[config.mk]
export PLATFORM = sky130hd
export DESIGN_NAME = adc_channel_averager_flat
export DESIGN_NICKNAME = d
export VERILOG_FILES = /design/src/rtl/adc_channel_averager_if.sv /design/src/rtl/adc_channel_averager.sv /design/src/flat_wrapper.sv
export SDC_FILE = /design/constraint.sdc
export NUM_CORES = 1
export LEC_CHECK = 0
export CAP_MARGIN = 25
export CORE_ASPECT_RATIO = 1.1
export CORE_MARGIN = 2
export CORE_UTILIZATION = 63
export CTS_CLUSTER_DIAMETER = 200
export DETAILED_ROUTE_END_ITERATION = 8
export PLACE_DENSITY = 0.77
export SYNTH_ARGS = -nofsm -noshare
export SYNTH_HDL_FRONTEND = slang
export SYNTH_SLANG_ARGS = --single-unit
export TNS_END_PERCENT = 1
[constraint.sdc]
create_clock -name clk_clk -period 4.05 [get_ports clk_clk]
set_input_delay 0.405 -clock clk_clk [delete_from_list [all_inputs] [get_ports clk_clk]]
set_output_delay 0.405 -clock clk_clk [all_outputs]
set_load 0.05 [all_outputs]
[src/rtl/adc_channel_averager_if.sv]
// ADC response stream in, averaged-result valid/ready stream out, overflow flag.
// ADC_AVG_MINMAX_EN adds the per-window min/max result fields.
interface adc_channel_averager_if #(
  parameter int unsigned CH_W   = 5,
  parameter int unsigned DATA_W = 12
);
  logic              adc_valid;
  logic [CH_W-1:0]   adc_channel;
  logic [DATA_W-1:0] adc_data;
  logic              avg_valid;
  logic              avg_ready;
  logic [CH_W-1:0]   avg_channel;
  logic [DATA_W-1:0] avg_data;
  logic              ovf_sticky;
  logic              ovf_clear;
`ifdef ADC_AVG_MINMAX_EN
  logic [DATA_W-1:0] avg_min;
  logic [DATA_W-1:0] avg_max;

  modport master (
    output adc_valid, adc_channel, adc_data, avg_ready, ovf_clear,
    input  avg_valid, avg_channel, avg_data, ovf_sticky, avg_min, avg_max
  );
  modport slave (
    input  adc_valid, adc_channel, adc_data, avg_ready, ovf_clear,
    output avg_valid, avg_channel, avg_data, ovf_sticky, avg_min, avg_max
  );
`else
  modport master (
    output adc_valid, adc_channel, adc_data, avg_ready, ovf_clear,
    input  avg_valid, avg_channel, avg_data, ovf_sticky
  );
  modport slave (
    input  adc_valid, adc_channel, adc_data, avg_ready, ovf_clear,
    output avg_valid, avg_channel, avg_data, ovf_sticky
  );
`endif
endinterface

[src/rtl/adc_channel_averager.sv]
// Per-channel boxcar averager with decimation and a result FIFO on a valid/ready output.
// Define ADC_AVG_MINMAX_EN to also track and report the per-window min/max.
module adc_channel_averager #(
  parameter int unsigned NUM_CH     = 9,
  parameter int unsigned CH_W       = 5,
  parameter int unsigned DATA_W     = 12,
  parameter int unsigned LOG2_AVG   = 4,
  parameter int unsigned FIFO_DEPTH = 4
) (
  input logic                   clk_clk,
  input logic                   reset_reset,
  adc_channel_averager_if.slave adc_if
);
  localparam int unsigned ACC_W = DATA_W + LOG2_AVG;
  localparam int unsigned CNT_W = (LOG2_AVG > 0) ? LOG2_AVG : 1;
  localparam int unsigned PTR_W = $clog2(FIFO_DEPTH);
  localparam logic [CNT_W-1:0] LastCnt = CNT_W'((1 << LOG2_AVG) - 1);

  logic [ACC_W-1:0]  acc_q [NUM_CH];
  logic [ACC_W-1:0]  acc_d [NUM_CH];
  logic [CNT_W-1:0]  cnt_q [NUM_CH];
  logic [CNT_W-1:0]  cnt_d [NUM_CH];
  logic [CH_W-1:0]   ch_mem_q   [FIFO_DEPTH];
  logic [DATA_W-1:0] data_mem_q [FIFO_DEPTH];
  logic [PTR_W:0]    wr_ptr_q, rd_ptr_q;
  logic              ovf_q, ovf_d;

  logic              push, do_push, pop, drop, full, empty;
  logic [CH_W-1:0]   push_ch;
  logic [DATA_W-1:0] push_data;
  logic [ACC_W-1:0]  sum;

`ifdef ADC_AVG_MINMAX_EN
  logic [DATA_W-1:0] min_q [NUM_CH];
  logic [DATA_W-1:0] min_d [NUM_CH];
  logic [DATA_W-1:0] max_q [NUM_CH];
  logic [DATA_W-1:0] max_d [NUM_CH];
  logic [DATA_W-1:0] min_mem_q [FIFO_DEPTH];
  logic [DATA_W-1:0] max_mem_q [FIFO_DEPTH];
  logic [DATA_W-1:0] push_min, push_max, new_min, new_max;
`endif

  // Out-of-range channels never match any loop index, so they are ignored.
  always_comb begin
    acc_d     = acc_q;
    cnt_d     = cnt_q;
    push      = 1'b0;
    push_ch   = '0;
    push_data = '0;
    sum       = '0;
`ifdef ADC_AVG_MINMAX_EN
    min_d    = min_q;
    max_d    = max_q;
    push_min = '0;
    push_max = '0;
    new_min  = '0;
    new_max  = '0;
`endif
    for (int unsigned c = 0; c < NUM_CH; c++) begin
      if (adc_if.adc_valid && adc_if.adc_channel == CH_W'(c)) begin
        sum = acc_q[c] + ACC_W'(adc_if.adc_data);
`ifdef ADC_AVG_MINMAX_EN
        // First sample of a window reinitialises the tracker.
        new_min = (cnt_q[c] == '0 || adc_if.adc_data < min_q[c]) ? adc_if.adc_data : min_q[c];
        new_max = (cnt_q[c] == '0 || adc_if.adc_data > max_q[c]) ? adc_if.adc_data : max_q[c];
        min_d[c] = new_min;
        max_d[c] = new_max;
`endif
        if (cnt_q[c] == LastCnt) begin
          push      = 1'b1;
          push_ch   = adc_if.adc_channel;
          push_data = DATA_W'(sum >> LOG2_AVG);
          acc_d[c]  = '0;
          cnt_d[c]  = '0;
`ifdef ADC_AVG_MINMAX_EN
          push_min = new_min;
          push_max = new_max;
`endif
        end else begin
          acc_d[c] = sum;
          cnt_d[c] = cnt_q[c] + CNT_W'(1);
        end
      end
    end
  end

  assign empty   = (wr_ptr_q == rd_ptr_q);
  assign full    = (wr_ptr_q[PTR_W] != rd_ptr_q[PTR_W]) &&
                   (wr_ptr_q[PTR_W-1:0] == rd_ptr_q[PTR_W-1:0]);
  assign pop     = !empty && adc_if.avg_ready;
  // A pop in the same cycle frees the slot the push needs.
  assign do_push = push && (!full || pop);
  assign drop    = push && full && !pop;
  assign ovf_d   = drop ? 1'b1 : (adc_if.ovf_clear ? 1'b0 : ovf_q);

  always_ff @(posedge clk_clk) begin
    if (reset_reset) begin
      acc_q      <= '{default: '0};
      cnt_q      <= '{default: '0};
      ch_mem_q   <= '{default: '0};
      data_mem_q <= '{default: '0};
      wr_ptr_q   <= '0;
      rd_ptr_q   <= '0;
      ovf_q      <= 1'b0;
`ifdef ADC_AVG_MINMAX_EN
      min_q     <= '{default: '0};
      max_q     <= '{default: '0};
      min_mem_q <= '{default: '0};
      max_mem_q <= '{default: '0};
`endif
    end else begin
      acc_q <= acc_d;
      cnt_q <= cnt_d;
      ovf_q <= ovf_d;
`ifdef ADC_AVG_MINMAX_EN
      min_q <= min_d;
      max_q <= max_d;
`endif
      if (do_push) begin
        ch_mem_q[wr_ptr_q[PTR_W-1:0]]   <= push_ch;
        data_mem_q[wr_ptr_q[PTR_W-1:0]] <= push_data;
`ifdef ADC_AVG_MINMAX_EN
        min_mem_q[wr_ptr_q[PTR_W-1:0]] <= push_min;
        max_mem_q[wr_ptr_q[PTR_W-1:0]] <= push_max;
`endif
        wr_ptr_q <= wr_ptr_q + 1'b1;
      end
      if (pop) begin
        rd_ptr_q <= rd_ptr_q + 1'b1;
      end
    end
  end

  assign adc_if.avg_valid   = !empty;
  assign adc_if.avg_channel = ch_mem_q[rd_ptr_q[PTR_W-1:0]];
  assign adc_if.avg_data    = data_mem_q[rd_ptr_q[PTR_W-1:0]];
  assign adc_if.ovf_sticky  = ovf_q;
`ifdef ADC_AVG_MINMAX_EN
  assign adc_if.avg_min = min_mem_q[rd_ptr_q[PTR_W-1:0]];
  assign adc_if.avg_max = max_mem_q[rd_ptr_q[PTR_W-1:0]];
`endif
endmodule

[src/flat_wrapper.sv]
// flat-port wrapper written by rule: the top's interface ports become plain ports
module adc_channel_averager_flat 
#(
  parameter int unsigned NUM_CH     = 9,
  parameter int unsigned CH_W       = 5,
  parameter int unsigned DATA_W     = 12,
  parameter int unsigned LOG2_AVG   = 4,
  parameter int unsigned FIFO_DEPTH = 4
)
  (clk_clk, reset_reset, adc_if_adc_valid, adc_if_adc_channel, adc_if_adc_data, adc_if_avg_ready, adc_if_ovf_clear, adc_if_avg_valid, adc_if_avg_channel, adc_if_avg_data, adc_if_ovf_sticky);
  adc_channel_averager_if #(.CH_W(CH_W), .DATA_W(DATA_W)) adc_if_i ();
  input logic clk_clk;
  input logic reset_reset;
  input wire logic [$bits(adc_if_i.adc_valid)-1:0] adc_if_adc_valid;
  input wire logic [$bits(adc_if_i.adc_channel)-1:0] adc_if_adc_channel;
  input wire logic [$bits(adc_if_i.adc_data)-1:0] adc_if_adc_data;
  input wire logic [$bits(adc_if_i.avg_ready)-1:0] adc_if_avg_ready;
  input wire logic [$bits(adc_if_i.ovf_clear)-1:0] adc_if_ovf_clear;
  output wire logic [$bits(adc_if_i.avg_valid)-1:0] adc_if_avg_valid;
  output wire logic [$bits(adc_if_i.avg_channel)-1:0] adc_if_avg_channel;
  output wire logic [$bits(adc_if_i.avg_data)-1:0] adc_if_avg_data;
  output wire logic [$bits(adc_if_i.ovf_sticky)-1:0] adc_if_ovf_sticky;
  assign adc_if_i.adc_valid = adc_if_adc_valid;
  assign adc_if_i.adc_channel = adc_if_adc_channel;
  assign adc_if_i.adc_data = adc_if_adc_data;
  assign adc_if_i.avg_ready = adc_if_avg_ready;
  assign adc_if_i.ovf_clear = adc_if_ovf_clear;
  assign adc_if_avg_valid = adc_if_i.avg_valid;
  assign adc_if_avg_channel = adc_if_i.avg_channel;
  assign adc_if_avg_data = adc_if_i.avg_data;
  assign adc_if_ovf_sticky = adc_if_i.ovf_sticky;
  adc_channel_averager #(.NUM_CH(NUM_CH), .CH_W(CH_W), .DATA_W(DATA_W), .LOG2_AVG(LOG2_AVG), .FIFO_DEPTH(FIFO_DEPTH)) u_core (.clk_clk(clk_clk), .reset_reset(reset_reset), .adc_if(adc_if_i));
endmodule
==> results of run 1 <==
area by class of cell:
class | count | share of cell area, %
Clock inverter | 14 | 0.800
Inverter | 36 | 0.732
Multi-Input combinational cell | 1637 | 57.2
Clock buffer | 38 | 4.33
Sequential cell | 255 | 27.7
Tap cell | 346 | 2.35
Timing Repair Buffer | 154 | 6.90
tightest hold or removal path, delay by kind of cell, from the launching register on:
kind / cells / cell delay (ns)
and+or+nand+nor: 1 / 0.05
DFF: 1 / 0.31
AOI/OAI and AO/OA: 1 / 0.05
stage by stage:
| step | power [mW] | hold slack, ns |
|---|---|---|
| after floorplan | 2.85 | 0.433 |
| after global routing | 5.75 | 0.480 |
| after CTS | 5.62 | 0.455 |
| final | 5.63 | 0.456 |
| after detailed placement | 3.03 | 0.447 |
| after global placement | 3.02 | 0.439 |
how the worst max path moves through the flow:
stage | startpoint | end | cells after the start
2_1_floorplan | adc_if_adc_data[1] | u_core.data_mem_q[34] | 12
3_3_place_gp | adc_if_adc_data[5] | u_core.data_mem_q[43] | 14
3_5_place_dp | adc_if_adc_data[5] | u_core.data_mem_q[35] | 13
4_1_cts | adc_if_adc_data[0] | u_core.data_mem_q[22] | 16
5_1_grt | adc_if_adc_data[5] | u_core.data_mem_q[35] | 13
6_report | adc_if_adc_data[5] | u_core.data_mem_q[35] | 13
cells by family (layout without fill, tap and decap cells):
logic type	count (synthesis)	in the layout	share of synthesized area, %
mux	20	20	2.55
xor+xnor	111	111	6.01
simple gates	768	768	21.8
fa+ha+maj	131	131	10.5
buf+inv	128	242	3.22
flops	255	255	31.5
compound gates	607	607	24.4
power by group through the flow:
stage          sequential [mW]  clock [mW]  combinational, mW
2_1_floorplan             2.58           0              0.269
6_report                  2.52        2.64              0.462
5_1_grt                   2.52        2.74              0.494
3_3_place_gp              2.58           0              0.442
3_5_place_dp              2.58           0              0.448
4_1_cts                   2.52        2.65              0.451
state kept, by name, indices dropped and copies added (netlist names):
signal	cells
u_core.cnt_q	36
u_core.rd_ptr_q	3
u_core.ch_mem_q	20
u_core.data_mem_q	48
u_core.wr_ptr_q	3
u_core.acc_q	144
u_core.adc_if.ovf_sticky	1
placed cells by master, fill, tap and decap left out, drive strengths merged, types with 7 or more instances in the layout:
master         count
nor3b             15
buf              114
nand2            233
nand3b            14
and2               8
a221oi             9
nor2b             25
nor2             293
mux4              17
a21o              26
and3              22
a31oi             15
inv               36
o31ai             15
a21oi            202
nand2b            17
or3               16
nand3             44
nor4              14
a22oi             89
a31o               8
clkdlybuf4s50     39
nand4              8
fa                 9
nor3              46
clkinv             7
a21boi             7
o21bai             9
o22ai              9
ha               122
clkbuf            39
xor2              45
o31a               9
a211oi            42
o21a              23
dfxtp            255
o21ai            105
xnor2             66
per-layer routing:
metal | global-route usage [%] | part of all wire, % | vias up
met3 | 5.04 | 7.2 | 158
met4 | 17.1 | 5.3 | 0
li1 | - | - | 7504
met1 | 46.2 | 41 | 7492
met2 | 60.6 | 46 | 602
met5 | 0 | 0 | -
==> run_results.csv, run 1 <==
group,metric,value,unit
synthesis,synth_cell_types,80,
detailed_routing,totalWireLength,49.4,mm
timing,worst_pin_slew,1.02,ns
setup_path,rr_startpoint,"u_core.acc_q[128]",
setup_path,r2r_end,"u_core.data_mem_q[22]",
detailed_routing,vias,15756,
floorplanning,die_area,27000,µm²
cts,postCtsSetupBuffers,0,
setup_path,r2r_cells,14,
synthesis,synth_ff_type,"dfxtp_1",
synthesis,syn_inst,2020,
synthesis,syn_area,16200,µm²
detailed_routing,vias_per_cell,6.35,
floorplanning,initial_core_util,64.1,%
timing,fin_ws,0.263,ns
power_and_ir_drop,combinationalPowerShare,8.2,%
timing,fin_setup_tns,0,ns
setup_path,cp-start-kind,"input pin",
power_and_ir_drop,peakVddDrop,0.000382,V
global_routing,grt_pass1_wl,77.7,mm
cts,cts_resized,0,
cts,clock_sinks,255,
cts,cts_root_buf,"clkbuf_16",
floorplanning,die_h,172,µm
timing,finalHoldViolations,0,
power_and_ir_drop,p_seq_share,44.8,%
finish,n_antenna_cell,0,
floorplanning,core-area,25300,µm²
detailed_routing,drtIter0Drc,1442,
synthesis,synth.net_count,2173,
min_path,min_path_type,"reg2reg",
synthesis,synth_top_area_share,31.5,%
cts,clkSlewWorstSetupHoldPaths,0.06,ns
floorplanning,die_w,157,µm
finish,finalNonFillerCells,2480,
cts,insertion_delay,0.57,ns
synthesis,yosysWarnings,0,
detailed_routing,wire_per_inst,19.9,µm
synthesis,syn_area_per_cell,8.01,µm²
setup_path,path_max_fanout,4,
power_and_ir_drop,p_clk_share,47.0,%
synthesis,synth_common_cells,"nor2_1, dfxtp_1, nand2_1",
finish,register_area,5100,µm²
setup_path,slowest_delay,0.65,ns
timing,max_slew_margin,31.6,%
detailed_routing,drtPass1Iterations,5,
detailed_routing,drtAntennaViolNets,0,
outcome,run_status,"complete, no violations",
placement,dp_worst_setup_slack,-0.153,ns
setup_path,crit_chain,"clkdlybuf4s50_1, buf_4, ha_1, or2_2, o31a_1, nand3_1, o21a_1, o21ai_0, a41oi_1, nor3_1, o211ai_1, a22oi_1, a211oi_1",
job,max_cap_viol_count,0,
finish,fin_nets,2265,
synthesis,synth-edff-count,0,
placement,port_buffers,40,
finish,drive_above_1_share,10.1,%
min_path,min_from,"u_core.acc_q[64]",
global_routing,grt_start_max_net_pins,144,
timing,finalMaxSlewViolations,0,
timing,fin_skew,0.0209,ns
placement,hpwl,36.7,mm
synthesis,synthTopCellsByArea,"dfxtp_1, ha_1, nor2_1, a21oi_1, nand2_1",
placement,place.gp.congestion,0.985,
power_and_ir_drop,powerDensity,305,nW/µm²
cts,cts_tree,"built",
timing,fmax,0.264,GHz
setup_path,crit_type,"in2reg",
min_path,min_to,"u_core.acc_q[64]",
synthesis,ys_seq_area_share,31.5,%
finish,final_area,18500,µm²
global_routing,grt_antenna_before_repair,0,
global_routing,gr-total-overflow,0,
cts,ctsHoldBuffers,0,
timing,grt_setup_unrepaired,"false",
setup_path,cpLargestDelayFamily,"compound AO/OA/AOI/OAI gates",
timing,finalSetupViolCount,0,
synthesis,ys_ff_latch,255,
setup_path,endpoint_kind,"flip-flop",
power_and_ir_drop,netSwitchingPower,1.44,mW
timing,min_period,3.79,ns
power_and_ir_drop,p_int,4.19,mW
placement,placed_area,17500,µm²
timing,period_share,93.5,%
detailed_routing,drc,0,
global_routing,grt.total_usage,36.2,%
setup_path,crit_buf_inv,2,
setup_path,rrSetupSlack,0.54,ns
floorplanning,rows,61,
cts,cts_buffers,28,
finish,multi_input_area,10600,µm²
placement,dp.cells,2428,
setup_path,critPathRequiredTime,4.46,ns
power_and_ir_drop,p_leak,7.25,nW
finish,fill_cells,2013,
power_and_ir_drop,sw_frac_of_total,25.5,%
cts,clk_path_buf_depth,3,
finish,syn2layout_area_growth,14.0,%
finish,final_util,73.0,%
cts,htree_levels,1,
setup_path,arrival,4.19,ns
setup_path,slowest_stage,"clkdlybuf4s50_1",
synthesis,yosys.area.top_type,"dfxtp_1",
synthesis,synth_most_common_cell,"nor2_1",
floorplanning,ioPinCount,41,
global_routing,first_global_vias,14748,
min_path,hold_depth,2,
synthesis,async_reset_ff_share,0,%
(Power assumes the default switching activity.)
==> inputs of run 2 (changes only) <==
==> constraint.sdc (replaced) <==
create_clock -name clk_clk -period 4.2 [get_ports clk_clk]
set_input_delay 0.84 -clock clk_clk [delete_from_list [all_inputs] [get_ports clk_clk]]
set_output_delay 0.84 -clock clk_clk [all_outputs]
set_load 0.05 [all_outputs]
==> run_results.csv, run 2 (synthesis gave the netlist of run 1 again) <==
group,metric,value,unit
setup_path,crit_chain,"clkdlybuf4s50_1, buf_4, ha_1, inv_1, fa_1, nand2b_1, a211oi_2, o31ai_2, a21oi_2, nor4b_1, or3_1, o31ai_2, o211ai_1, a221oi_2, a211oi_1",
cts,htree_levels,1,
floorplanning,die_w,157,µm
cts,insertion_delay,0.56,ns
detailed_routing,drtIter0Drc,1405,
setup_path,crit_top_cell,"o31ai_2",
finish,finalNonFillerCells,2568,
timing,finalMaxSlewViolations,0,
global_routing,gr-total-overflow,0,
timing,finalSetupViolCount,0,
placement,port_buffers,40,
global_routing,grt_pass1_wl,79.1,mm
setup_path,endpoint_kind,"flip-flop",
finish,final_cell_mix,"nor2_1, dfxtp_1, nand2_1",
timing,worst_pin_slew,0.925,ns
cts,clkSlewWorstSetupHoldPaths,0.06,ns
timing,finalHoldViolations,0,
placement,dp.cells,2517,
finish,reg.largest.list,"u_core.acc_q: 144 flops, u_core.data_mem_q: 48 flops, u_core.cnt_q: 36 flops",
global_routing,grt_antenna_before_repair,0,
setup_path,slowest_delay,0.47,ns
setup_path,crit_buf_inv,3,
global_routing,grt_start_max_net_pins,139,
placement,hpwl,37.5,mm
cts,cts_resized,0,
detailed_routing,drtAntennaViolNets,0,
finish,syn2layout_area_growth,19.0,%
job,max_cap_viol_count,0,
timing,max_slew_margin,38.4,%
detailed_routing,drtPass1Iterations,5,
finish,n_antenna_cell,0,
floorplanning,ioPinCount,41,
timing,period_share,96.9,%
setup_path,cp-start-kind,"input pin",
timing,fin_setup_tns,0,ns
cts,postCtsSetupBuffers,0,
global_routing,first_global_vias,15251,
floorplanning,rows,61,
placement,place.gp.congestion,0.991,
timing,fin_ws,0.128,ns
floorplanning,core-area,25300,µm²
floorplanning,initial_core_util,64.1,%
setup_path,slowest_stage,"clkdlybuf4s50_1",
cts,ctsHoldBuffers,0,
global_routing,grt.total_usage,36.8,%
detailed_routing,totalWireLength,50.6,mm
setup_path,arrival,4.47,ns
setup_path,crit_type,"in2reg",
timing,grt_setup_unrepaired,"true",
power_and_ir_drop,powerDensity,293,nW/µm²
timing,fin_skew,0.0160,ns
setup_path,critPathRequiredTime,4.60,ns
cts,cts_tree,"built",
cts,cts_buffers,28,
detailed_routing,wire_per_inst,19.7,µm
setup_path,cpLargestDelayFamily,"compound AO/OA/AOI/OAI gates",
finish,largest_register_ffs,144,
cts,clock_sinks,255,
finish,layout_commonest_cell,"nor2_1",
detailed_routing,vias,16145,
outcome,run_status,"complete, no violations",
finish,regMostFlops,"u_core.acc_q",
timing,fmax,0.246,GHz
setup_path,path_max_fanout,5,
finish,fin_nets,2354,
finish,drive_above_1_share,14.2,%
placement,dp_worst_setup_slack,-0.371,ns
floorplanning,die_area,27000,µm²
cts,cts_root_buf,"clkbuf_16",
timing,min_period,4.07,ns
detailed_routing,drc,0,
power_and_ir_drop,p_leak,7.75,nW
cts,clk_path_buf_depth,3,
floorplanning,die_h,172,µm
power_and_ir_drop,peakVddDrop,0.000476,V
detailed_routing,vias_per_cell,6.29,
min_path,min_path_type,"reg2reg",
timing,whs,0.454,ns
## run 2: cell count changes in the layout (fill, tap and decap cells not counted), sizes merged
| cell | delta |
|---|---|
| clkinvlp | -3 |
| buf | +89 |
| clkinv | +3 |
| bufinv | +4 |
| clkbuf | -5 |
## run 2: stage by stage
step / instance area [µm²] / total power [mW] / utilization, %
floorplan: 16200 / 2.74 / -
global placement: 18200 / 2.94 / 72.0
detailed placement: 18200 / 2.95 / 72.0
CTS: 19200 / 5.65 / 76.1
global route: 19300 / 5.78 / 76.2
finish: 19300 / 5.64 / 76.2
## run 2: final cells by class
| type | instances | area (µm²) |
|---|---|---|
| Fill cell | 1901 | 6010 |
| Clock buffer | 33 | 759 |
| Clock inverter | 18 | 260 |
| Sequential cell | 255 | 5100 |
| Multi-Input combinational cell | 1637 | 10600 |
| Timing Repair Buffer | 243 | 1970 |
| Tap cell | 346 | 433 |
| Inverter | 36 | 135 |
## run 2: report_power, final
group          leakage [nW]  internal, mW  total [mW]  switching [mW]
Sequential             2.05          2.43        2.43         0.00608
Combinational          5.19         0.188       0.483           0.295
Clock                 0.502          1.66        2.73            1.07
## run 2: layer usage
layer  vias to the layer above  global-route usage (%)  wire length (µm)
li1                       7666                       -                 -
met1                      7619                    45.9             20300
met2                       707                    62.0             23500
met3                       153                    7.22              4470
met4                         0                    16.2              2350
met5                         -                       0                 0
## run 2: tightest hold or removal path, stage by stage, from the launching register on
cell,delay (ns)
dfxtp_1,0.31
nand2_1,0.05
a21oi_1,0.05
## run 2: worst paths after layout
kind / startpoint / endpoint / slack, ns / cells after the start
setup / recovery: adc_if_adc_data[0] / u_core.data_mem_q[34] / 0.13 / 15
hold / removal: u_core.acc_q[32] / u_core.acc_q[32] / 0.45 / 2
hold reg to reg: u_core.acc_q[32] / u_core.acc_q[32] / 0.45 / 2
setup reg to reg: u_core.acc_q[128] / u_core.data_mem_q[34] / 0.78 / 14
==> RTL edit, RTL diff (settings of run 1) <==
`NUM_CH` is set to 9 in 2 places; all go to 8.
--- a/src/rtl/adc_channel_averager.sv
+++ b/src/rtl/adc_channel_averager.sv
@@ -3,3 +3,3 @@
 module adc_channel_averager #(
-  parameter int unsigned NUM_CH     = 9,
+  parameter int unsigned NUM_CH     = 8,
   parameter int unsigned CH_W       = 5,
--- a/src/flat_wrapper.sv
+++ b/src/flat_wrapper.sv
@@ -3,3 +3,3 @@
 #(
-  parameter int unsigned NUM_CH     = 9,
+  parameter int unsigned NUM_CH     = 8,
   parameter int unsigned CH_W       = 5,
Function: no difference found for any inputs over 10 cycles, from zero or initial values and one cycle with reset_reset high; that may be too few to reach the edited logic, so the function may still have changed.
==> RTL edit against run 1 <==
Wire length shrank 12%; non-clock buffer count shrank 33; total power is 1.7% lower; synthesized area is 8.5% lower; largest power group unchanged; setup slack better by 0.18 ns; critical path type unchanged; sequential power down 7.9%; sequential cell count fell by 20; count of clock-buffer cells in the layout shrank 4; cell area is 8.7% lower.
==> RTL edit: results (changes against run 1) <==
- CP startpoint: adc_if_adc_data[0] (was adc_if_adc_data[5])
- Hold Startpoint: reset_reset (was u_core.acc_q[64]$_SDFFE_PP0P_)
- Fillers: 1799 (was 2013)
- Largest regs: u_core.acc_q x128, u_core.data_mem_q x48, u_core.cnt_q x32 (was u_core.acc_q x144, u_core.data_mem_q x48, u_core.cnt_q x36)
- Layout cell share with drive strength beyond 1: 8.81% (was 10.1%)
- Worst Reg-to-Reg Cells: 12 (was 14)
- Post-Route WL: 43700 um (was 49400 um)
- Non-clk buf share: 6.21% (was 6.90%)
- Status: finished, final reports clean (unchanged)
- Post-synthesis mux area share: 2.92% (was 2.55%)
- Dpl hpwl: 31100 um (was 36700 um)
- Reg2reg end: u_core.data_mem_q[34]$_SDFFE_PP0P_ (was u_core.data_mem_q[22]$_SDFFE_PP0P_)
- Leak Pwr: 6.51 nW (was 7.25 nW)
- Largest cells by area after synthesis: dfxtp_1 (32%), ha_1 (9.2%), nor2_1 (6.4%) (was dfxtp_1 (32%), ha_1 (9.4%), nor2_1 (6.7%))
- Largest net degree at the start of global routing: 133 (was 144)
- Vias in the first global route: 13200 (was 14700)
- R2R Path Start: u_core.acc_q[80]$_SDFFE_PP0P_ (was u_core.acc_q[128]$_SDFFE_PP0P_)
- GRT Total Usage: 34.8% (was 36.2%)
- Worst vdd rail ir drop: 0.270 mV (was 0.382 mV)
- Worst Path Max Fanout: 5 (was 4)
- Clk sinks: 235 (was 255)
- Nonclk buf count: 121 (was 154)
- Detailed Route Iter0 Violations: 1221 (was 1442)
- Post-synthesis compound-gate area fraction: 24.3% (was 24.4%)
- Sequential area share after synthesis: 31.8% (was 31.5%)
- Relative slew margins: 41.3% (was 31.6%)
- Via-to-Cell Ratio: 6.43 (was 6.35)
- Hold WS: 0.346 ns (was 0.456 ns)
- Sw frac: 23.2% (was 25.5%)
- Post-synth top cells: nor2_1 (254), dfxtp_1 (235), nand2_1 (197) (was nor2_1 (290), dfxtp_1 (255), nand2_1 (231))
- Comb_multi_in: 1486 (was 1637)
- Hold endpoint: u_core.acc_q[8]$_SDFFE_PP0P_ (was u_core.acc_q[64]$_SDFFE_PP0P_)
- Non-CTS inverters: 30 (was 36)
- Synth cell types: 85 (was 80)
- Num CTS Buffers: 26 (was 28)
- Final nets: 2039 (was 2265)
- Skew final: 0.0196 ns (was 0.0209 ns)
- CLK BUF: 34 (was 38)
- Area of the multi-input gates: 9600 um^2 (was 10600 um^2)
- Clock-cell share of area: 6.02% (was 5.13%)
- R2r setup slk: 0.72 ns (was 0.54 ns)
- Seq area share: 27.9% (was 27.7%)
- Post-Synth Adder-Cell Area: 10.3% (was 10.5%)
## RTL edit: cell count changes after synthesis, sizes merged, moves of 8 or more
cell   before  now
o21ai     105   91
a21oi     202  189
dfxtp     255  235
ha        122  109
nand3      44   52
a22oi      89   71
xnor2      66   54
nand2     233  200
nor2      293  257
## RTL edit: critical path: stages
cell and delay [ns]:
clkdlybuf4s50_1 0.64, buf_4 0.26, ha_1 0.20, inv_1 0.07, fa_1 0.39, nor2b_1 0.16, o31a_1 0.20, o21ai_1 0.10
a31oi_1 0.36, and3_1 0.28, xnor2_1 0.13, o221ai_1 0.22, a221oi_2 0.45, a211oi_1 0.13
## RTL edit: power by group through the flow
stage          Combinational [mW]  Sequential (mW)  Clock [mW]
3_5_place_dp                0.381             2.38           0
5_1_grt                     0.420             2.32        2.93
4_1_cts                     0.384             2.32        2.84
6_report                    0.393             2.32        2.82
3_3_place_gp                0.376             2.38           0
2_1_floorplan               0.237             2.37           0
## RTL edit: per-stage QoR
stage | area, um^2 | setup slack, ns | instances | total power, mW
after floorplan | 14800 | 1.07 | 1840 | 2.61
after global placement | 15800 | 0.131 | 2172 | 2.75
after detailed placement | 15800 | 0.0162 | 2172 | 2.76
after CTS | 16900 | 0.540 | 2219 | 5.54
after global routing | 16900 | 0.277 | 2219 | 5.67
final | 16900 | 0.440 | 2219 | 5.54
## RTL edit: worst max-delay path by stage
stage | endpoint | depth (start not counted)
floorplan | u_core.data_mem_q[34]$_SDFFE_PP0P_ | 11
global placement | u_core.data_mem_q[9]$_SDFFE_PP0P_ | 12
detailed placement | u_core.data_mem_q[46]$_SDFFE_PP0P_ | 14
CTS | u_core.data_mem_q[34]$_SDFFE_PP0P_ | 14
global route | u_core.data_mem_q[46]$_SDFFE_PP0P_ | 14
finish | u_core.data_mem_q[34]$_SDFFE_PP0P_ | 14
## RTL edit: logic make-up (layout without fill, tap and decap cells)
| kind of cell | Yosys count | in the layout |
|---|---|---|
| adders and majority gates | 117 | 117 |
| xor gates and xnor gates | 98 | 98 |
| and+or+nand+nor | 695 | 695 |
| muxes | 22 | 22 |
| buffers and inverters | 119 | 198 |
| DFF | 235 | 235 |
| AOI/OAI and AO/OA | 554 | 554 |
## RTL edit: layer usage
| layer | global-route usage [%] | vias up | wire [um] |
|---|---|---|---|
| met3 | 4.97 | 130 | 3160 |
| met2 | 57.9 | 588 | 20100 |
| li1 | - | 6808 | - |
| met1 | 44.8 | 6753 | 18400 |
| met5 | 0 | - | 0 |
| met4 | 16.0 | 0 | 2110 |
